## src/rtl/crtc_pkg.sv

```systemverilog
// Shared definitions for the programmable text CRTC: register indices, field
// widths, reset defaults and the register-file readback helper.
package crtc_pkg;

    localparam int unsigned CRTC_IDX_W  = 4;
    localparam int unsigned CRTC_DATA_W = 8;
    localparam int unsigned CRTC_SCAN_W = 4;

    localparam logic [CRTC_IDX_W-1:0] CRTC_REG_START_HI  = 4'd0;
    localparam logic [CRTC_IDX_W-1:0] CRTC_REG_START_LO  = 4'd1;
    localparam logic [CRTC_IDX_W-1:0] CRTC_REG_CUR_HI    = 4'd2;
    localparam logic [CRTC_IDX_W-1:0] CRTC_REG_CUR_LO    = 4'd3;
    localparam logic [CRTC_IDX_W-1:0] CRTC_REG_MAX_SCAN  = 4'd4;
    localparam logic [CRTC_IDX_W-1:0] CRTC_REG_CUR_START = 4'd5;
    localparam logic [CRTC_IDX_W-1:0] CRTC_REG_CUR_END   = 4'd6;
    localparam logic [CRTC_IDX_W-1:0] CRTC_REG_STRIDE    = 4'd7;

    localparam logic [CRTC_SCAN_W-1:0] CRTC_RST_MAX_SCAN  = 4'd7;
    localparam logic [CRTC_SCAN_W-1:0] CRTC_RST_CUR_START = 4'd6;
    localparam logic [CRTC_SCAN_W-1:0] CRTC_RST_CUR_END   = 4'd7;
    localparam logic [CRTC_DATA_W-1:0] CRTC_RST_STRIDE    = 8'd80;

    typedef struct packed {
        logic [CRTC_DATA_W-1:0] startHi;
        logic [CRTC_DATA_W-1:0] startLo;
        logic [CRTC_DATA_W-1:0] curHi;
        logic [CRTC_DATA_W-1:0] curLo;
        logic [CRTC_SCAN_W-1:0] maxScan;
        logic [CRTC_SCAN_W-1:0] curStart;
        logic [CRTC_SCAN_W-1:0] curEnd;
        logic [CRTC_DATA_W-1:0] stride;
    } crtc_regs_t;

    localparam crtc_regs_t CRTC_REGS_RST = '{
        startHi:  8'd0,
        startLo:  8'd0,
        curHi:    8'd0,
        curLo:    8'd0,
        maxScan:  CRTC_RST_MAX_SCAN,
        curStart: CRTC_RST_CUR_START,
        curEnd:   CRTC_RST_CUR_END,
        stride:   CRTC_RST_STRIDE
    };

    // Unimplemented indices and unused high bits read as zero.
    function automatic logic [CRTC_DATA_W-1:0] crtcRegRead(input crtc_regs_t r,
                                                          input logic [CRTC_IDX_W-1:0] idx);
        logic [CRTC_DATA_W-1:0] d;
        d = '0;
        case (idx)
            CRTC_REG_START_HI:  d = r.startHi;
            CRTC_REG_START_LO:  d = r.startLo;
            CRTC_REG_CUR_HI:    d = r.curHi;
            CRTC_REG_CUR_LO:    d = r.curLo;
            CRTC_REG_MAX_SCAN:  d = CRTC_DATA_W'(r.maxScan);
            CRTC_REG_CUR_START: d = CRTC_DATA_W'(r.curStart);
            CRTC_REG_CUR_END:   d = CRTC_DATA_W'(r.curEnd);
            CRTC_REG_STRIDE:    d = r.stride;
            default:            d = '0;
        endcase
        return d;
    endfunction

endpackage

```

## src/rtl/crtc_regfile.sv

```systemverilog
// Indexed CRTC register file: live registers, frame-boundary shadow copy with
// same-cycle write forwarding, and registered readback.
module crtc_regfile
    import crtc_pkg::*;
#(
    parameter int unsigned ADDR_W = 14
) (
    input  logic                   iClk25,
    input  logic                   iRstN,
    input  logic [CRTC_IDX_W-1:0]  iRegIdx,
    input  logic                   iRegWr,
    input  logic [CRTC_DATA_W-1:0] iRegData,
    input  logic                   iFrameEnd,
    output logic [CRTC_DATA_W-1:0] oRegData,
    output logic [ADDR_W-1:0]      oCur,
    output logic [CRTC_SCAN_W-1:0] oMaxScan,
    output logic [CRTC_SCAN_W-1:0] oCurStart,
    output logic [CRTC_SCAN_W-1:0] oCurEnd,
    output logic [CRTC_DATA_W-1:0] oStride,
    output logic [ADDR_W-1:0]      oStartLoad_c
);

    localparam int unsigned HI_W = ADDR_W - CRTC_DATA_W;

    crtc_regs_t live;
    crtc_regs_t liveNext;

    // Post-write view of the live registers; the shadow loads from this so a
    // write on the boundary cycle lands in the new frame.
    always_comb begin
        liveNext = live;
        if (iRegWr) begin
            case (iRegIdx)
                CRTC_REG_START_HI:  liveNext.startHi  = CRTC_DATA_W'(iRegData[HI_W-1:0]);
                CRTC_REG_START_LO:  liveNext.startLo  = iRegData;
                CRTC_REG_CUR_HI:    liveNext.curHi    = CRTC_DATA_W'(iRegData[HI_W-1:0]);
                CRTC_REG_CUR_LO:    liveNext.curLo    = iRegData;
                CRTC_REG_MAX_SCAN:  liveNext.maxScan  = iRegData[CRTC_SCAN_W-1:0];
                CRTC_REG_CUR_START: liveNext.curStart = iRegData[CRTC_SCAN_W-1:0];
                CRTC_REG_CUR_END:   liveNext.curEnd   = iRegData[CRTC_SCAN_W-1:0];
                CRTC_REG_STRIDE:    liveNext.stride   = iRegData;
                default: ;
            endcase
        end
    end

    // Start address is consumed directly by the row-address counter at frame wrap.
    assign oStartLoad_c = {liveNext.startHi[HI_W-1:0], liveNext.startLo};

    always_ff @(posedge iClk25 or negedge iRstN) begin
        if (!iRstN) begin
            live      <= CRTC_REGS_RST;
            oRegData  <= '0;
            oCur      <= '0;
            oMaxScan  <= CRTC_RST_MAX_SCAN;
            oCurStart <= CRTC_RST_CUR_START;
            oCurEnd   <= CRTC_RST_CUR_END;
            oStride   <= CRTC_RST_STRIDE;
        end else begin
            live     <= liveNext;
            oRegData <= crtcRegRead(live, iRegIdx);
            if (iFrameEnd) begin
                oCur      <= {liveNext.curHi[HI_W-1:0], liveNext.curLo};
                oMaxScan  <= liveNext.maxScan;
                oCurStart <= liveNext.curStart;
                oCurEnd   <= liveNext.curEnd;
                oStride   <= liveNext.stride;
            end
        end
    end

endmodule

```

## src/rtl/video_crtc_prog.sv

```systemverilog
// Programmable text-mode CRTC: raster counters, character/row/dot addressing,
// sync/blank and hardware cursor. Define CRTC_CURSOR_BLINK_EN for a 16/16-frame cursor blink.
module video_crtc_prog
    import crtc_pkg::*;
#(
    parameter int unsigned H_VIS   = 640,
    parameter int unsigned H_FP    = 16,
    parameter int unsigned H_SYNC  = 96,
    parameter int unsigned H_TOT   = 800,
    parameter int unsigned V_VIS   = 400,
    parameter int unsigned V_FP    = 12,
    parameter int unsigned V_SYNC  = 2,
    parameter int unsigned V_TOT   = 449,
    parameter bit          HS_POL  = 1'b0,
    parameter bit          VS_POL  = 1'b1,
    parameter int unsigned ROW_REP = 2,
    parameter int unsigned DOT_W   = 4,
    parameter int unsigned ADDR_W  = 14
) (
    input  logic              iClk25,
    input  logic              iRstN,
    input  logic [3:0]        iRegIdx,
    input  logic              iRegWr,
    input  logic [7:0]        iRegData,
    output logic [7:0]        oRegData,
    output logic [ADDR_W-1:0] oAddr,
    output logic [3:0]        oRA,
    output logic [DOT_W-1:0]  oDA,
    output logic              oHs,
    output logic              oVs,
    output logic              oBlank,
    output logic              oCursor,
    output logic              oVRetrace
);

    localparam int unsigned X_W   = $clog2(H_TOT);
    localparam int unsigned Y_W   = $clog2(V_TOT);
    localparam int unsigned REP_W = (ROW_REP > 1) ? $clog2(ROW_REP) : 1;

    logic [X_W-1:0]         x;
    logic [Y_W-1:0]         y;
    logic [REP_W-1:0]       rep;
    logic [CRTC_SCAN_W-1:0] scan;
    logic [ADDR_W-1:0]      rowAddr;

    logic [ADDR_W-1:0]      shCur;
    logic [CRTC_SCAN_W-1:0] shMaxScan;
    logic [CRTC_SCAN_W-1:0] shCurStart;
    logic [CRTC_SCAN_W-1:0] shCurEnd;
    logic [CRTC_DATA_W-1:0] shStride;
    logic [ADDR_W-1:0]      startLoad;

    logic lineEnd;
    logic frameEnd;
    logic repEnd;
    logic blinkOn;

    assign lineEnd  = (x == X_W'(H_TOT - 1));
    assign frameEnd = lineEnd && (y == Y_W'(V_TOT - 1));
    assign repEnd   = (rep == REP_W'(ROW_REP - 1));

    crtc_regfile #(.ADDR_W(ADDR_W)) uRegs (
        .iClk25       (iClk25),
        .iRstN        (iRstN),
        .iRegIdx      (iRegIdx),
        .iRegWr       (iRegWr),
        .iRegData     (iRegData),
        .iFrameEnd    (frameEnd),
        .oRegData     (oRegData),
        .oCur         (shCur),
        .oMaxScan     (shMaxScan),
        .oCurStart    (shCurStart),
        .oCurEnd      (shCurEnd),
        .oStride      (shStride),
        .oStartLoad_c (startLoad)
    );

    // Raster position plus glyph-row tracking; row address steps by STRIDE per text row.
    always_ff @(posedge iClk25 or negedge iRstN) begin
        if (!iRstN) begin
            x       <= '0;
            y       <= '0;
            rep     <= '0;
            scan    <= '0;
            rowAddr <= '0;
        end else if (frameEnd) begin
            x       <= '0;
            y       <= '0;
            rep     <= '0;
            scan    <= '0;
            rowAddr <= startLoad;
        end else if (lineEnd) begin
            x <= '0;
            y <= y + Y_W'(1);
            if (repEnd) begin
                rep <= '0;
                if (scan == shMaxScan) begin
                    scan    <= '0;
                    rowAddr <= rowAddr + ADDR_W'(shStride);
                end else begin
                    scan <= scan + CRTC_SCAN_W'(1);
                end
            end else begin
                rep <= rep + REP_W'(1);
            end
        end else begin
            x <= x + X_W'(1);
        end
    end

`ifdef CRTC_CURSOR_BLINK_EN
    logic [4:0] frameCnt;

    always_ff @(posedge iClk25 or negedge iRstN) begin
        if (!iRstN) begin
            frameCnt <= '0;
        end else if (frameEnd) begin
            frameCnt <= frameCnt + 5'd1;
        end
    end

    assign blinkOn = ~frameCnt[4];
`else
    assign blinkOn = 1'b1;
`endif

    logic [ADDR_W-1:0] addrNext;
    logic              blankNext;
    logic              hsActive;
    logic              vsActive;
    logic              cursorNext;

    assign addrNext   = rowAddr + ADDR_W'(x[X_W-1:DOT_W]);
    assign blankNext  = (x >= X_W'(H_VIS)) || (y >= Y_W'(V_VIS));
    assign hsActive   = (x >= X_W'(H_VIS + H_FP)) && (x <= X_W'(H_VIS + H_FP + H_SYNC - 1));
    assign vsActive   = (y >= Y_W'(V_VIS + V_FP)) && (y <= Y_W'(V_VIS + V_FP + V_SYNC - 1));
    assign cursorNext = !blankNext && (addrNext == shCur) && (shCurStart <= scan)
                        && (scan <= shCurEnd) && blinkOn;

    // All outputs register the same counter state, so they stay mutually aligned.
    always_ff @(posedge iClk25 or negedge iRstN) begin
        if (!iRstN) begin
            oAddr     <= '0;
            oRA       <= '0;
            oDA       <= '0;
            oHs       <= ~HS_POL;
            oVs       <= ~VS_POL;
            oBlank    <= 1'b1;
            oCursor   <= 1'b0;
            oVRetrace <= 1'b0;
        end else begin
            oAddr     <= addrNext;
            oRA       <= scan;
            oDA       <= x[DOT_W-1:0];
            oHs       <= hsActive ? HS_POL : ~HS_POL;
            oVs       <= vsActive ? VS_POL : ~VS_POL;
            oBlank    <= blankNext;
            oCursor   <= cursorNext;
            oVRetrace <= (y >= Y_W'(V_VIS));
        end
    end

endmodule

```

## config.mk

```make
export PLATFORM = sky130hd
export DESIGN_NAME = video_crtc_prog
export DESIGN_NICKNAME = d
export VERILOG_FILES = /design/src/rtl/crtc_pkg.sv /design/src/rtl/crtc_regfile.sv /design/src/rtl/video_crtc_prog.sv
export SDC_FILE = /design/constraint.sdc
export NUM_CORES = 1
export LEC_CHECK = 0
export CORE_ASPECT_RATIO = 2
export CORE_MARGIN = 8
export CORE_UTILIZATION = 50
export DETAILED_ROUTE_END_ITERATION = 8
export PLACE_DENSITY = 0.72
export SETUP_SLACK_MARGIN = 0.4
export SYNTH_ARGS = -nofsm -noshare
export SYNTH_HDL_FRONTEND = slang
export SYNTH_SLANG_ARGS = --single-unit
```

## constraint.sdc

```tcl
create_clock -name iClk25 -period 2.4 [get_ports iClk25]
set_input_delay 0.36 -clock iClk25 [delete_from_list [all_inputs] [get_ports iClk25]]
set_output_delay 0.36 -clock iClk25 [all_outputs]
set_load 0.01 [all_outputs]
```

==> Yosys cells after proc, flatten, opt, wreduce, memory -nomap -nowiden <==
Cells that the tools add are included.
{ "op_classes": {"add_sub_neg": 6, "n_lt_le_gt_ge": 8, "n_eq_ne": 11, "n_mux": 27, "n_reduce_logical": 14} }
{ "op_table": {"columns": ["cell", "n"], "rows": [
  ["8-bit case mux with 8 select lines", 1],
  ["14-bit two-way mux", 4],
  ["50-bit two-way mux", 1],
  ["4-bit two-way mux", 7],
  ["8-bit two-way mux", 3],
  ["10-bit greater-or-equal comparator (second input constant)", 2],
  ["10-bit two-way mux", 2],
  ["9-bit greater-or-equal comparator (second input constant)", 2],
  ["9-bit two-way mux", 2],
  ["4-bit by 3-bit == test with 1-bit output (second input constant)", 4],
  ["14-bit by 6-bit adder with 14-bit output", 1],
  ["14-bit by 8-bit adder with 14-bit output", 1],
  ["14-bit == test", 1],
  ["6-bit two-way mux", 2],
  ["10-bit by 1-bit adder with 10-bit output (second input constant)", 1],
  ["10-bit == test (second input constant)", 1],
  ["10-bit <= comparator (second input constant)", 1],
  ["9-bit by 1-bit adder with 9-bit output (second input constant)", 1],
  ["9-bit == test (second input constant)", 1],
  ["9-bit <= comparator (second input constant)", 1],
  ["4-bit by 2-bit == test with 1-bit output (second input constant)", 2],
  ["4-bit <= comparator", 2],
  ["1-bit logical AND", 6],
  ["2-bit nonzero test", 3],
  ["10 further kinds", 14]
]} }
{ "word_totals": {"regBits": 155, "inputBits": 15, "output_inout_bits": 35, "word_cells": 93} }

==> Depth between registers and ports, before layout <==
{ "logic_depth": {"depth_word": 6, "depth_mapped": 10} }

==> Modules after synthesis <==
From an unflattened synthesis, not the netlist that was laid out.
{ "unflattened": {"hier_cells": 830, "hier_area_um2": 8097.8} }
{ "modules_own_cells": {"columns": ["mod", "instances", "cells_per_inst", "area_per_inst_um2", "seq_area_each_um2"], "rows": [
  ["video_crtc_prog", 1, 452, 4095.2, 1629.1],
  ["crtc_regfile", 1, 378, 4002.6, 2277.2]
]} }

==> Worst setup path after synthesis <==
No wires, ideal clock.
{ "synth_path": {"path_kind": "register to register", "from": "reg x[4]", "to": "reg oCursor", "arrival_ps": 2503, "t_required_ps": 2320, "setup_slack_ps": -183, "path_stages_with_launch": 10, "n_path_buf": 0, "period_less_slack_ps": 2583, "path_cell_list": "dfrtp_1 -> ha_1 -> fa_1 -> a211o_1 -> a21boi_2 -> nor3_1 -> o21ai_0 -> o311ai_1 -> a2111o_1 -> nor3_2"} }
{ "synth_via": {"elab_chain_len": 6, "elab_cells_between_ends": 8, "classes_between": "add/sub (1); order compare (1); eq/ne (1); reduce/logical (5)"} }
{ "synth_lines": {"columns": ["element", "line_no", "rtl"], "rows": [
  ["from (decl)", "video_crtc_prog.sv:40", "logic [X_W-1:0] x;"],
  ["from (signal assigned)", "video_crtc_prog.sv:107", "x <= x + X_W'(1);"],
  ["branches (longest 3 deep; another with 14-bit by 6-bit adder with 14-bit output)", null, null],
  ["1-bit logical AND (*) (2 in series)", "video_crtc_prog.sv:137", "assign cursorNext = !blankNext && (addrNext == shCur) && (shCurStart <= scan)"],
  ["1-bit logical AND (*)", "video_crtc_prog.sv:138", "&& (scan <= shCurEnd) && blinkOn;"],
  ["via cursorNext", "video_crtc_prog.sv:131", "logic cursorNext;"],
  ["to (signal assigned)", "video_crtc_prog.sv:158", "oCursor <= cursorNext;"],
  ["to (decl)", "video_crtc_prog.sv:32", "output logic oCursor,"]
]} }
Mark *: on every way through the listed nets, which the timed path passes.
A chain may end at the register's enable or synchronous reset.

==> Worst setup path in the final report <==
Same ends and word-level chain as after synthesis.

==> results.md <==
- Fin crit period: 2.57 ns
- Number of global-route vias before repair: 6,910
- CP startpoint: x[4]
- Crit-path max cell delay: 0.42 ns
- Die width: 104 um
- H-tree Lvls: 4
- Net Count, Synth: 806
- DRT iter0 DRCs: 464
- Critical Path Fanout Max: 3
- Ys flop type: dfrtp_1
- Aggregate global-route resource usage: 23.5%
- Grt ovf: 0
- Failing checks: negative setup slack
- CP arrival: 2.92 ns
- P&R area growth vs syn: 39.7%
- Mean Syn Cell Area: 10.2 um2
- Setup CP Type: register to register
- Most common cell after layout, fill and taps aside: dfrtp_1
- Met2 WL: 13.1 mm
- Sink Count: 155
- Port-buffer cells: 49
- Placer Congestion: 0.978
- First-pass GRT wire length: 36.7 mm
- Mapped Area: 7770 um2
- Crit-path cells: ha_4, fa_2, a211o_4, o21ai_4, xnor3_1, a31oi_1, nand4_1, a2111o_1, nor3_2
- Core area: 15,300 um2
- Worst R2R Path Depth: 9
- Clk Latency, worst-skew pair: 0.43 ns
- Max Slew Vio Count: 0
- RSZ-0062 raised after global routing: true
- Setup crit end kind: register
- Reg clk slew, reported paths: 0.07 ns
- Drt first pass iters: 5
- Top-level I/O count: 50
- Final net count: 945
- Max rail drop VDD: 0.512 mV
- Routed WL per cell: 22.2 um
- Die height: 192 um
- Worst-path cell with the longest stage delay: dfrtp_2
- Setup TNS: -0.279 ns
- Placed Instances: 1,040
- Post-synthesis sequential area ratio: 50.2%
- Antenna violations before repair: 0
- Max-Cap Viols: 0
- Synth Register Bits: 155
- CTS Buf Count: 17
- Post-DP HPWL: 15.3 mm
- Asr flop ratio synth: 100%
- EDFF count, synth: 0
- # rows: 64
- Share of layout cells above drive strength 1: 39.2%
- Met3 Wirelength: 1.29 mm
- Ys Warns: 0
- Non-Filler Instances: 1,111
- Cell Pwr Density: 594 nW/um2
- Final setup violating endpoints: 2
- Slew margin rel.: 62.5%
- Reg2Reg Launch Point: x[4]
- Worst hold path class: input pin to asynchronous set/reset pin
- Final worst path period share: 107%
- Largest net degree at the start of global routing: 60
- Layout Skew: 0.0144 ns
- Routed Wire Length: 24.6 mm
- Max Fclk: 389 MHz
- Wl on met1: 8.41 mm
- CTS tree: yes
- Worst slack, placed: -0.104 ns
- Mapped Cells: 761
- Vias: 6,717
- Root Driver: clkbuf_16
- Starting density of the core: 50.8%
- Clock buffer depth: 2
- Most frequent cells in the layout: dfrtp_1 (128), nand2_1 (85), buf_4 (67)
- Antenna cells: 0
- Tightest Pin Transition: 0.562 ns
- Pleak: 4.99 nW
- CP startpoint kind: register
- Critical path data required time: 2.75 ns
- Hold Violations, Final: 0
- Netlist cell types: 70
- Highest Signal Layer: met4
- Outcome: complete, but fails checks
- Final Util: 71.0%
- DRC: 0
- DRT antenna net count: 0
- Worst setup margin: -0.174 ns
- Avg Vias per Cell: 6.05
- Die area: 20,000 um2
## cell usage after synthesis, types with 4 or more instances
cell	number	share of area [%]
nand2_1	150	7.2
dfrtp_1	133	43
mux2_2	50	7.2
o21ai_0	41	2.6
nor2_1	36	1.7
a21oi_1	31	2.0
ha_1	28	4.5
inv_1	24	1.2
dfstp_2	22	7.4
nand3_1	21	1.4
nor3_1	20	1.3
xor2_1	19	2.1
xnor2_1	18	2.0
buf_2	16	1.0
clkbuf_1	12	0.58
mux2i_1	12	1.5
nand2b_1	10	0.80
a31oi_1	9	0.72
nand4_1	9	0.72
nor2b_1	7	0.56
nor4_1	6	0.48
and3_1	5	0.40
a211o_1	4	0.45
o21a_1	4	0.39
## metal layers
layer,global-route usage (%),vias to the layer above
li1,-,2929
met1,22.9,3338
met2,42.8,322
met3,4.92,128
met4,17.9,0
met5,0,-
## state kept, by name (all words and copies together) (netlist names), 4 cells and up
signal           flops
uRegs.live          48
oAddr               14
rowAddr             14
uRegs.oCur          14
x                   10
y                    9
uRegs.oRegData       8
uRegs.oStride        8
oDA                  4
oRA                  4
scan                 4
uRegs.oCurEnd        4
uRegs.oCurStart      4
uRegs.oMaxScan       4
## repair_timing
item | 4_1_cts | 5_1_grt
setup buffers | 20 | 12
hold endpoints to repair | 44 | 0
hold buffers | 1 | 0
cloned | 6 | 0
resized for setup | 80 | 154
pin swaps | 39 | 31
setup endpoints to repair | 47 | 69
## worst paths after layout
check	end	slack [ns]
min in group iClk25	oDA[1]	0.46
max	oCursor	-0.17
min	uRegs.live[11]	0.46
max reg2reg	oCursor	-0.17
max in group asynchronous	oAddr[8]	1.23
min reg2reg	oDA[1]	0.46
## cells by family after synthesis
family / after synthesis / synth area share, %
xor gates and xnor gates: 38 / 4.46
adders and majority gates: 30 / 5.02
and+or+nand+nor: 289 / 17.5
muxes: 63 / 9.08
DFF: 155 / 50.2
buffers and inverters: 58 / 3.22
AOI/OAI and AO/OA: 128 / 10.5
## area by class of cell
class	count	area, um2
clock inverters	12	160
inverters	24	90.1
repair buffers	154	1590
well taps	198	248
fillers	989	4440
clock buffers	20	447
multi-input cells	548	4410
flip-flops and latches	155	3910
## power by group
part           switching [mW]  leakage [nW]  internal [mW]  total (mW)
combinational           0.367          2.89          0.285       0.652
clock                    1.14         0.295           1.68        2.81
sequential              0.138          1.81           2.85        2.99
## through the flow
step / instance area, um2 / hold WS, ns / total power, mW
2_1_floorplan: 7830 / 0.0644 / 3.27
3_3_place_gp: 8950 / 0.356 / 3.53
3_5_place_dp: 8950 / 0.359 / 3.56
4_1_cts: 10200 / 0.466 / 6.36
5_1_grt: 10900 / 0.465 / 6.62
6_report: 10900 / 0.456 / 6.45
## critical path: cells and delay by family (launching register included)
| kind | cells | cell delay, ns |
|---|---|---|
| compound gates | 4 | 1.02 |
| fa+ha+maj | 2 | 0.53 |
| flops | 1 | 0.42 |
| simple gates | 2 | 0.29 |
| xor+xnor | 1 | 0.24 |
(Power assumes the default switching activity.)
